`src/rtl/pwm_cfg_sched.sv`:
```
// rtl/pwm_cfg_sched.sv - shadow/active PWM configuration scheduler with frame-synced commit and watchdog failsafe
module pwm_cfg_sched #(
  parameter int              NCH           = 4,
  parameter logic [23:0]     WD_CYCLES     = 24'd10_000_000,
  parameter logic [15:0]     FAILSAFE_DUTY = 16'h0000,
  parameter logic [NCH-1:0]  FAILSAFE_EN   = '0
) (
  input  logic               clk,
  input  logic               resetn,
  input  logic               wr_en,
  input  logic [7:0]         addr,
  input  logic [7:0]         wdata,
  input  logic               sync_tick,
  output logic [NCH-1:0]     pwm_on,
  output logic [8*NCH-1:0]   pwm_duty_l,
  output logic [8*NCH-1:0]   pwm_duty_h,
  output logic [8*NCH-1:0]   pwm_freq_l,
  output logic [8*NCH-1:0]   pwm_freq_h,
  output logic               commit_pending,
  output logic               commit_done,
  output logic               failsafe
);

  typedef enum logic [1:0] {IDLE, PENDING, APPLY, FAILSAFE} stateE;

  stateE state, nextState;

  logic [8*NCH-1:0] shDutyL, shDutyH, shPerL, shPerH;
  logic [NCH-1:0]   shMask;
  logic [23:0]      wdCount;

  logic       chWr, maskWr, commitWr, wdExpire;
  logic [2:0] chSel;
  logic [1:0] regSel;
  logic       pendNext, doneNext, failNext;

  // Channel registers live in 0x00-0x1F; the loop below drops channels >= NCH.
  assign chSel    = addr[4:2];
  assign regSel   = addr[1:0];
  assign chWr     = wr_en && (addr[7:5] == 3'b000);
  assign maskWr   = wr_en && (addr == 8'h20);
  assign commitWr = wr_en && (addr == 8'h21);

  // The watchdog only runs while the host is expected to be committing.
  assign wdExpire = (WD_CYCLES != 24'd0) && ((state == IDLE) || (state == PENDING)) &&
                    (wdCount == WD_CYCLES - 24'd1);

  // State register
  always_ff @(posedge clk) begin
    if (!resetn) state <= IDLE;
    else         state <= nextState;
  end

  // Next-state logic; watchdog expiry beats both commit and sync_tick
  always_comb begin
    nextState = state;
    case (state)
      IDLE:     if (wdExpire) nextState = FAILSAFE;
                else if (commitWr) nextState = PENDING;
      PENDING:  if (wdExpire) nextState = FAILSAFE;
                else if (sync_tick) nextState = APPLY;
      APPLY:    nextState = IDLE;
      FAILSAFE: if (commitWr) nextState = PENDING;
      default:  nextState = IDLE;
    endcase
  end

  // Output decode, computed one cycle early so the status flags leave the block registered
  always_comb begin
    pendNext = (nextState == PENDING) || (nextState == APPLY);
    doneNext = (state == APPLY);
    failNext = failsafe;
    if (state == APPLY)               failNext = 1'b0;
    else if (nextState == FAILSAFE)   failNext = 1'b1;
  end

  // Registered status flags; failsafe stays up through PENDING until an APPLY lands
  always_ff @(posedge clk) begin
    if (!resetn) begin
      commit_pending <= 1'b0;
      commit_done    <= 1'b0;
      failsafe       <= 1'b0;
    end else begin
      commit_pending <= pendNext;
      commit_done    <= doneNext;
      failsafe       <= failNext;
    end
  end

  // Watchdog counter; zeroed on expiry so recovery from FAILSAFE gets a full window
  always_ff @(posedge clk) begin
    if (!resetn)                                  wdCount <= 24'd0;
    else if ((state == APPLY) || wdExpire)        wdCount <= 24'd0;
    else if ((state == IDLE) || (state == PENDING)) wdCount <= wdCount + 24'd1;
  end

  // Shadow registers accept host writes in every state; latest write wins
  always_ff @(posedge clk) begin
    if (!resetn) begin
      shDutyL <= '0;
      shDutyH <= '0;
      shPerL  <= '0;
      shPerH  <= '0;
      shMask  <= '0;
    end else begin
      for (int c = 0; c < NCH; c++) begin
        if (chWr && (chSel == 3'(c))) begin
          case (regSel)
            2'd0:    shDutyL[8*c +: 8] <= wdata;
            2'd1:    shDutyH[8*c +: 8] <= wdata;
            2'd2:    shPerL[8*c +: 8]  <= wdata;
            default: shPerH[8*c +: 8]  <= wdata;
          endcase
        end
      end
      if (maskWr) shMask <= wdata[NCH-1:0];
    end
  end

  // Active registers: bulk copy in APPLY (pre-write shadow values), failsafe override on expiry
  always_ff @(posedge clk) begin
    if (!resetn) begin
      pwm_duty_l <= '0;
      pwm_duty_h <= '0;
      pwm_freq_l <= '0;
      pwm_freq_h <= '0;
      pwm_on     <= '0;
    end else if (state == APPLY) begin
      pwm_duty_l <= shDutyL;
      pwm_duty_h <= shDutyH;
      pwm_freq_l <= shPerL;
      pwm_freq_h <= shPerH;
      pwm_on     <= shMask;
    end else if ((nextState == FAILSAFE) && (state != FAILSAFE)) begin
      pwm_duty_l <= {NCH{FAILSAFE_DUTY[7:0]}};
      pwm_duty_h <= {NCH{FAILSAFE_DUTY[15:8]}};
      pwm_on     <= FAILSAFE_EN;
    end
  end

endmodule
```
`config.mk`:
```
export PLATFORM = sky130hd
export DESIGN_NAME = pwm_cfg_sched
export DESIGN_NICKNAME = d
export VERILOG_FILES = /design/src/rtl/pwm_cfg_sched.sv
export SDC_FILE = /design/constraint.sdc
export NUM_CORES = 1
export LEC_CHECK = 0
export ABC_AREA = 1
export BUFFER_PORTS_ARGS = -buffer_cell sky130_fd_sc_hd__buf_2
export CORE_MARGIN = 2
export CORE_UTILIZATION = 40
export DETAILED_ROUTE_END_ITERATION = 8
export PLACE_DENSITY = 0.64
export RECOVER_POWER = 25
export SLEW_MARGIN = 40
export SYNTH_ARGS = -nofsm -noshare
export SYNTH_HDL_FRONTEND = slang
export SYNTH_SLANG_ARGS = --single-unit
```
`constraint.sdc`:
```
create_clock -name clk -period 2.1 [get_ports clk]
set_input_delay 0.315 -clock clk [delete_from_list [all_inputs] [get_ports clk]]
set_output_delay 0.315 -clock clk [all_outputs]
set_load 0.01 [all_outputs]
```
==> run_summary.xml, run 1 <==
<?xml version="1.0" encoding="UTF-8"?>
<metrics>
  <group name="route">
    <metric name="routed_wire_length_per_instance" unit="µm">15.4</metric>
    <metric name="detailedRoute.firstPassIterationCount" unit="">5</metric>
    <metric name="drtIter0Drc" unit="">513</metric>
    <metric name="detail-route-antenna-nets" unit="">0</metric>
    <metric name="detailroute.via_count" unit="">8970</metric>
    <metric name="via_count_normalized_by_instance_count" unit="">4.93</metric>
    <metric name="totalWireLength" unit="mm">28.0</metric>
    <metric name="drt_drc_violations_left" unit="">0</metric>
  </group>
  <group name="synth">
    <metric name="yosys_warnings" unit="">0</metric>
    <metric name="ys_types" unit="">31</metric>
    <metric name="syn_avg_cell_area" unit="µm²">8.04</metric>
    <metric name="synth.yosys.seq_area_share" unit="%">55.2</metric>
    <metric name="post_synth_instance_area" unit="µm²">10600</metric>
    <metric name="synth-seq-cells" unit="">293</metric>
    <metric name="synth_cells" unit="">1323</metric>
    <metric name="yosys_most_used_dff" unit="">sky130_fd_sc_hd__dfxtp_1</metric>
    <metric name="synthesis.nets" unit="">1345</metric>
    <metric name="postSynth.asyncResetShare" unit="%">0</metric>
    <metric name="synth_enable_flop_cells" unit="">0</metric>
  </group>
  <group name="global_route">
    <metric name="global_route.overflow_total" unit="">0</metric>
    <metric name="antenna_found_initial" unit="">4</metric>
    <metric name="first_global_vias" unit="">8424</metric>
    <metric name="maximum_number_of_pins_on_one_net_before_global_route_repair" unit="">135</metric>
    <metric name="globalRouteTotalUtil" unit="%">19.6</metric>
    <metric name="grt_first_pass_wirelength" unit="mm">44.9</metric>
  </group>
  <group name="placement">
    <metric name="numPortBuffers" unit="">154</metric>
    <metric name="setup_slack_after_placement" unit="ps">233</metric>
    <metric name="placedCellCount" unit="">1762</metric>
    <metric name="detailedPlacementHpwl" unit="mm">17.8</metric>
    <metric name="final_weighted_congestion_in_routability_driven_placement" unit="">0.920</metric>
    <metric name="place_area" unit="µm²">11700</metric>
  </group>
  <group name="worst_setup_path">
    <metric name="cp.arrival" unit="ps">2300</metric>
    <metric name="cpLargestDelayFamily" unit="">simple AND/OR/NAND/NOR gates</metric>
    <metric name="crit_top_cell" unit="">sky130_fd_sc_hd__nor2_2</metric>
    <metric name="cp_max_fo" unit="">47</metric>
    <metric name="critical_path.startpoint_type" unit="">register</metric>
    <metric name="critical-path-max-stage-delay" unit="ps">360</metric>
    <metric name="setup.worst_path.class" unit="">register to register</metric>
    <metric name="crit_end_element" unit="">register</metric>
    <metric name="critPathBufInv" unit="">3</metric>
    <metric name="path_cells" unit="">ha_1 &gt; inv_1 &gt; nor2_2 &gt; inv_2 &gt; nor2_2 &gt; nand4_4 &gt; buf_4 &gt; nand3_1 &gt; o21ai_0</metric>
    <metric name="crit_slowest_cell" unit="">sky130_fd_sc_hd__dfxtp_1</metric>
    <metric name="crit_required" unit="ps">2520</metric>
  </group>
  <group name="timing">
    <metric name="timing.final.crit_period" unit="ps">1890</metric>
    <metric name="clock.fmax" unit="GHz">0.530</metric>
    <metric name="post-route-worst-setup-slack" unit="ps">215</metric>
    <metric name="min_period_over_period" unit="%">89.8</metric>
    <metric name="number_of_pins_with_negative_max_slew_slack_in_the_final_report" unit="">0</metric>
    <metric name="final.setup_skew" unit="ps">9.42</metric>
    <metric name="final-setup-viol-count" unit="">0</metric>
    <metric name="worst_hold_margin" unit="ps">179</metric>
    <metric name="setup_repair_after_global_routing_missed_its_margin" unit="">no</metric>
    <metric name="timing_worst_slew_pin_value" unit="ps">753</metric>
    <metric name="setup_total_negative_slack" unit="ps">0</metric>
    <metric name="slew_headroom" unit="%">49.8</metric>
    <metric name="final_hold_violation_count" unit="">0</metric>
  </group>
  <group name="hold_path">
    <metric name="min-delay-path-class" unit="">input port to register</metric>
  </group>
  <group name="clock_network">
    <metric name="cts_resized" unit="">0</metric>
    <metric name="cts_h_tree_depth" unit="">1</metric>
    <metric name="cts_num_sinks" unit="">293</metric>
    <metric name="clock_insertion_delay_worst_skew" unit="ps">550</metric>
    <metric name="tritoncts" unit="">yes</metric>
    <metric name="ctsHoldBuffers" unit="">0</metric>
    <metric name="postCtsSetupBuffers" unit="">0</metric>
    <metric name="clkTransAtPathRegs" unit="ps">60</metric>
    <metric name="cts_root_buffer" unit="">sky130_fd_sc_hd__clkbuf_16</metric>
    <metric name="numCtsBuffers" unit="">30</metric>
    <metric name="cts_max_path_buffers" unit="">3</metric>
  </group>
  <group name="run">
    <metric name="total_of_max_cap_violations" unit="">0</metric>
  </group>
  <group name="power_and_ir_drop">
    <metric name="pwr-share-comb" unit="%">2.4</metric>
    <metric name="netSwitchingPower" unit="mW">2.38</metric>
    <metric name="share_clk_of_total_power" unit="%">47.1</metric>
    <metric name="totalPowerFinal" unit="mW">11.0</metric>
    <metric name="intPower" unit="mW">8.67</metric>
    <metric name="swShare" unit="%">21.5</metric>
    <metric name="power.sequential.fraction" unit="%">50.5</metric>
    <metric name="cellLeakagePower" unit="nW">5.51</metric>
    <metric name="peakVddDrop" unit="V">0.000657</metric>
    <metric name="powerDensity" unit="nW/µm²">881</metric>
  </group>
  <group name="layout">
    <metric name="area_delta_synth_final" unit="%">17.9</metric>
    <metric name="share_of_layout_cells_above_drive_strength_1" unit="%">15.3</metric>
    <metric name="utilization" unit="%">48.1</metric>
    <metric name="multi_input_area" unit="µm²">4020</metric>
    <metric name="regArea" unit="µm²">5870</metric>
    <metric name="fill_cells" unit="">2606</metric>
    <metric name="leading_cell_types_in_the_layout_fill_and_taps_excluded" unit="">293 x sky130_fd_sc_hd__dfxtp_1, 251 x sky130_fd_sc_hd__nor2_1, 240 x sky130_fd_sc_hd__nand2_1</metric>
    <metric name="mostFrequentLayoutCell" unit="">sky130_fd_sc_hd__dfxtp_1</metric>
    <metric name="instances_no_fill" unit="">1818</metric>
    <metric name="fin_nets" unit="">1481</metric>
    <metric name="finalInstanceArea" unit="µm²">12500</metric>
  </group>
  <group name="die">
    <metric name="initial_utilization" unit="%">40.8</metric>
    <metric name="io_pins" unit="">155</metric>
    <metric name="die_width" unit="µm">167</metric>
    <metric name="core_region_area" unit="µm²">26100</metric>
    <metric name="row_count" unit="">59</metric>
    <metric name="die_h" unit="µm">167</metric>
    <metric name="die_area" unit="µm²">27900</metric>
  </group>
  <group name="status">
    <metric name="run_status" unit="">complete, no violations</metric>
  </group>
</metrics>
-- Yosys cell counts (6+ instances only) --
master                     instances  area (µm²)
sky130_fd_sc_hd__inv_2            18        67.6
sky130_fd_sc_hd__nand2_1         240         901
sky130_fd_sc_hd__inv_1            67         251
sky130_fd_sc_hd__a22o_1           34         298
sky130_fd_sc_hd__clkbuf_1         31         116
sky130_fd_sc_hd__nand4_1           6        37.5
sky130_fd_sc_hd__dfxtp_1         293        5870
sky130_fd_sc_hd__nor2_1          244         916
sky130_fd_sc_hd__o21ai_0         163         816
sky130_fd_sc_hd__buf_6             6        67.6
sky130_fd_sc_hd__nor2_2            7        43.8
sky130_fd_sc_hd__a21oi_1          51         255
sky130_fd_sc_hd__nor2_4            8        90.1
sky130_fd_sc_hd__nor3_1            9        45.0
sky130_fd_sc_hd__nand3_1          89         445
sky130_fd_sc_hd__buf_2            28         140
-- registers in the layout, indices dropped and copies added (netlist names), 4 cells and up --
signal      count
shDutyH        32
pwm_freq_l     32
pwm_duty_l     32
pwm_duty_h     32
shPerH         32
shPerL         32
shMask          4
shDutyL        32
pwm_on          4
pwm_freq_h     32
wdCount        24
-- final cells by class --
| cell class | count | share of cell area [%] |
|---|---|---|
| multi-input combinational | 879 | 32.1 |
| timing repair buffer | 170 | 7.37 |
| clock inverter | 9 | 0.419 |
| sequential | 293 | 46.8 |
| antenna | 1 | 0.0200 |
| tap | 335 | 3.34 |
| inverter | 85 | 2.54 |
| clock buffer | 46 | 7.44 |
-- cell families after synthesis --
kind of cell / after synthesis / synth area share (%)
flops: 293 / 55.2
xor+xnor: 7 / 0.577
fa+ha+maj: 2 / 0.235
buf+inv: 151 / 6.12
simple gates: 616 / 24.7
compound gates: 254 / 13.2
-- layer usage --
layer	part of all wire (%)	GRT usage [%]	routed length [µm]
met1	46	25.8	12900
met2	46	32.9	12900
met3	5.8	4.25	1630
met4	1.9	4.72	536
met5	0.15	0	43
-- final timing paths --
| path | from | to | slack, ps | cells past startpoint |
|---|---|---|---|---|
| max reg2reg | wdCount[1]$_SDFFE_PP0P_ | pwm_on[0]$_SDFFE_PN0P_ | 210 | 9 |
| max | wdCount[1]$_SDFFE_PP0P_ | pwm_on[0]$_SDFFE_PN0P_ | 210 | 9 |
| min reg2reg | shDutyH[15]$_SDFFE_PN0P_ | pwm_duty_h[15]$_SDFFE_PN0P_ | 450 | 2 |
| min | addr[0] | shPerL[23]$_SDFFE_PN0P_ | 180 | 4 |
-- worst reg2reg max path: stages, from the launching register on --
cell and delay (ps):
sky130_fd_sc_hd__dfxtp_1 360, sky130_fd_sc_hd__ha_1 190, sky130_fd_sc_hd__inv_1 70, sky130_fd_sc_hd__nor2_2 210
sky130_fd_sc_hd__inv_2 60, sky130_fd_sc_hd__nor2_2 180, sky130_fd_sc_hd__nand4_4 150, sky130_fd_sc_hd__buf_4 320
sky130_fd_sc_hd__nand3_1 150, sky130_fd_sc_hd__o21ai_0 80
-- power by group through the flow --
| stage | Sequential (mW) | Clock [mW] | Combinational, mW |
|---|---|---|---|
| 2_1_floorplan | 5.70 | 0 | 0.164 |
| 3_3_place_gp | 5.70 | 0 | 0.282 |
| 3_5_place_dp | 5.70 | 0 | 0.284 |
| 4_1_cts | 5.57 | 5.32 | 0.285 |
| 5_1_grt | 5.57 | 5.57 | 0.295 |
| 6_report | 5.58 | 5.20 | 0.270 |
(Power assumes the default switching activity.)
==> inputs of run 2 (changes only) <==
--- a/config.mk
+++ b/config.mk
@@ -6,7 +6,7 @@
 export NUM_CORES = 1
 export LEC_CHECK = 0
 export ABC_AREA = 1
-export BUFFER_PORTS_ARGS = -buffer_cell sky130_fd_sc_hd__buf_2
+export BUFFER_PORTS_ARGS = -buffer_cell sky130_fd_sc_hd__buf_4
 export CORE_MARGIN = 2
 export CORE_UTILIZATION = 40
 export DETAILED_ROUTE_END_ITERATION = 8
==> run_summary.xml, run 2 (synthesis results as in run 1) <==
<?xml version="1.0" encoding="UTF-8"?>
<metrics>
  <group name="timing">
    <metric name="worst_hold_margin" unit="ps">152</metric>
    <metric name="final.setup_skew" unit="ps">16.3</metric>
    <metric name="timing.final.crit_period" unit="ps">1880</metric>
    <metric name="slew_headroom" unit="%">51.1</metric>
    <metric name="number_of_pins_with_negative_max_slew_slack_in_the_final_report" unit="">0</metric>
    <metric name="setup_total_negative_slack" unit="ps">0</metric>
    <metric name="final-setup-viol-count" unit="">0</metric>
    <metric name="timing_worst_slew_pin_value" unit="ps">732</metric>
    <metric name="setup_repair_after_global_routing_missed_its_margin" unit="">no</metric>
    <metric name="min_period_over_period" unit="%">89.7</metric>
    <metric name="final_hold_violation_count" unit="">0</metric>
    <metric name="clock.fmax" unit="GHz">0.531</metric>
  </group>
  <group name="clock_network">
    <metric name="clkTransAtPathRegs" unit="ps">60</metric>
    <metric name="tritoncts" unit="">yes</metric>
    <metric name="ctsHoldBuffers" unit="">0</metric>
    <metric name="cts_num_sinks" unit="">293</metric>
    <metric name="cts_root_buffer" unit="">sky130_fd_sc_hd__clkbuf_16</metric>
    <metric name="cts_max_path_buffers" unit="">3</metric>
    <metric name="cts_resized" unit="">0</metric>
    <metric name="clock_insertion_delay_worst_skew" unit="ps">550</metric>
    <metric name="postCtsSetupBuffers" unit="">0</metric>
    <metric name="cts_h_tree_depth" unit="">1</metric>
    <metric name="numCtsBuffers" unit="">30</metric>
  </group>
  <group name="die">
    <metric name="core_region_area" unit="µm²">26100</metric>
    <metric name="initial_utilization" unit="%">40.8</metric>
    <metric name="die_width" unit="µm">167</metric>
    <metric name="die_area" unit="µm²">27900</metric>
    <metric name="die_h" unit="µm">167</metric>
    <metric name="io_pins" unit="">155</metric>
    <metric name="row_count" unit="">59</metric>
  </group>
  <group name="global_route">
    <metric name="maximum_number_of_pins_on_one_net_before_global_route_repair" unit="">135</metric>
    <metric name="gr-usage-met2" unit="%">33.2</metric>
    <metric name="global_route.usage.met3" unit="%">4.78</metric>
    <metric name="grt_busiest_layer" unit="">met2</metric>
    <metric name="antenna_found_initial" unit="">0</metric>
    <metric name="first_global_vias" unit="">8438</metric>
    <metric name="grt_first_pass_wirelength" unit="mm">44.9</metric>
    <metric name="globalRouteTotalUtil" unit="%">19.7</metric>
    <metric name="global_route.overflow_total" unit="">0</metric>
    <metric name="met1_usage" unit="%">25.2</metric>
  </group>
  <group name="route">
    <metric name="routed_wire_length_per_instance" unit="µm">15.6</metric>
    <metric name="drt_drc_violations_left" unit="">0</metric>
    <metric name="totalWireLength" unit="mm">28.3</metric>
    <metric name="detail-route-antenna-nets" unit="">0</metric>
    <metric name="detailroute.via_count" unit="">8939</metric>
    <metric name="via_count_normalized_by_instance_count" unit="">4.92</metric>
    <metric name="drtIter0Drc" unit="">549</metric>
    <metric name="detailedRoute.firstPassIterationCount" unit="">5</metric>
  </group>
  <group name="worst_setup_path">
    <metric name="setup.worst_path.class" unit="">register to register</metric>
    <metric name="cpLargestDelayFamily" unit="">simple AND/OR/NAND/NOR gates</metric>
    <metric name="critical_path.startpoint_type" unit="">register</metric>
    <metric name="path_cells" unit="">ha_1 &gt; inv_1 &gt; nor2_2 &gt; inv_2 &gt; nor2_1 &gt; nand3_1 &gt; nand2_1 &gt; o21ai_0 &gt; nor2_1 &gt; ha_1 &gt; nand2_1 &gt; inv_1</metric>
    <metric name="cp_max_fo" unit="">3</metric>
    <metric name="critPathBufInv" unit="">3</metric>
    <metric name="crit_slowest_cell" unit="">sky130_fd_sc_hd__dfxtp_1</metric>
    <metric name="critical-path-max-stage-delay" unit="ps">370</metric>
    <metric name="crit_required" unit="ps">2540</metric>
    <metric name="cp.arrival" unit="ps">2320</metric>
    <metric name="crit_end_element" unit="">register</metric>
  </group>
  <group name="layout">
    <metric name="area_delta_synth_final" unit="%">21.1</metric>
    <metric name="utilization" unit="%">49.4</metric>
    <metric name="fill_cells" unit="">2571</metric>
    <metric name="mostFrequentLayoutCell" unit="">sky130_fd_sc_hd__dfxtp_1</metric>
    <metric name="finalInstanceArea" unit="µm²">12900</metric>
    <metric name="antenna_cells" unit="">0</metric>
    <metric name="multi_input_area" unit="µm²">4060</metric>
    <metric name="share_of_layout_cells_above_drive_strength_1" unit="%">13.4</metric>
    <metric name="fin_nets" unit="">1482</metric>
    <metric name="leading_cell_types_in_the_layout_fill_and_taps_excluded" unit="">293 x sky130_fd_sc_hd__dfxtp_1, 250 x sky130_fd_sc_hd__nor2_1, 240 x sky130_fd_sc_hd__nand2_1</metric>
    <metric name="regArea" unit="µm²">5870</metric>
  </group>
  <group name="power_and_ir_drop">
    <metric name="power.sequential.fraction" unit="%">49.1</metric>
    <metric name="cellLeakagePower" unit="nW">5.41</metric>
    <metric name="powerDensity" unit="nW/µm²">882</metric>
    <metric name="peakVddDrop" unit="V">0.000581</metric>
    <metric name="netSwitchingPower" unit="mW">2.39</metric>
    <metric name="share_clk_of_total_power" unit="%">48.3</metric>
    <metric name="swShare" unit="%">21.0</metric>
    <metric name="pwr-share-comb" unit="%">2.6</metric>
    <metric name="intPower" unit="mW">8.97</metric>
  </group>
  <group name="run">
    <metric name="total_of_max_cap_violations" unit="">0</metric>
  </group>
  <group name="placement">
    <metric name="numPortBuffers" unit="">154</metric>
    <metric name="detailedPlacementHpwl" unit="mm">18.1</metric>
    <metric name="place_area" unit="µm²">12100</metric>
    <metric name="final_weighted_congestion_in_routability_driven_placement" unit="">0.863</metric>
  </group>
  <group name="status">
    <metric name="run_status" unit="">complete, no violations</metric>
  </group>
  <group name="hold_path">
    <metric name="min-delay-path-class" unit="">input port to register</metric>
  </group>
</metrics>
-- run 2: cell count changes in the layout (fill, tap and decap cells not counted), sizes merged --
cell,before,now
buf,152,119
clkinv,6,8
bufinv,0,3
diode,1,0
clkbuf,64,92
-- run 2: worst register-to-register path: cells and delay by family, from the launching register on --
family / cells / cell delay (ps)
AND/OR/NAND/NOR: 6 / 700
adder cells (fa/ha/maj): 2 / 440
flip-flops: 1 / 370
buffers and inverters: 3 / 170
AO/OA/AOI/OAI: 1 / 100
-- run 2: through the flow --
stage | cells | setup WS [ps] | total power [mW]
finish | 1817 | 217 | 11.4
CTS | 1816 | 242 | 11.5
global route | 1817 | 70.8 | 11.7
global placement | 1762 | 241 | 5.99
floorplan | 1323 | 505 | 5.86
detailed placement | 1762 | 223 | 5.99
-- run 2: worst paths after layout --
check	startpoint	end	slack, ps	depth (start not counted)
worst max-delay path	wdCount[0]$_SDFFE_PP0P_	commit_pending$_SDFF_PN0_	220	12
worst min-delay path	addr[0]	shPerL[7]$_SDFFE_PN0P_	150	4
worst max register to register	wdCount[0]$_SDFFE_PP0P_	commit_pending$_SDFF_PN0_	220	12
worst min register to register	shPerL[15]$_SDFFE_PN0P_	pwm_freq_l[15]$_SDFFE_PN0P_	440	2
-- run 2: routing by layer --
layer	up-vias	routed length, µm
met5	-	0
met4	0	533
met3	35	1820
met2	204	13300
met1	4138	12700
li1	4562	-
-- run 2: final cells by class --
| type | count | area share, % |
|---|---|---|
| Inverter | 85 | 2.48 |
| Tap cell | 335 | 3.26 |
| Timing Repair Buffer | 171 | 9.06 |
| Clock inverter | 14 | 1.21 |
| Clock buffer | 40 | 6.91 |
| Multi-Input combinational cell | 879 | 31.5 |
| Sequential cell | 293 | 45.6 |
-- run 2: power by group through the flow --
stage	Clock, mW	Sequential (mW)	Combinational, mW
2_1_floorplan	0	5.70	0.164
3_3_place_gp	0	5.70	0.292
3_5_place_dp	0	5.70	0.295
4_1_cts	5.60	5.57	0.297
5_1_grt	5.84	5.57	0.317
6_report	5.49	5.58	0.291
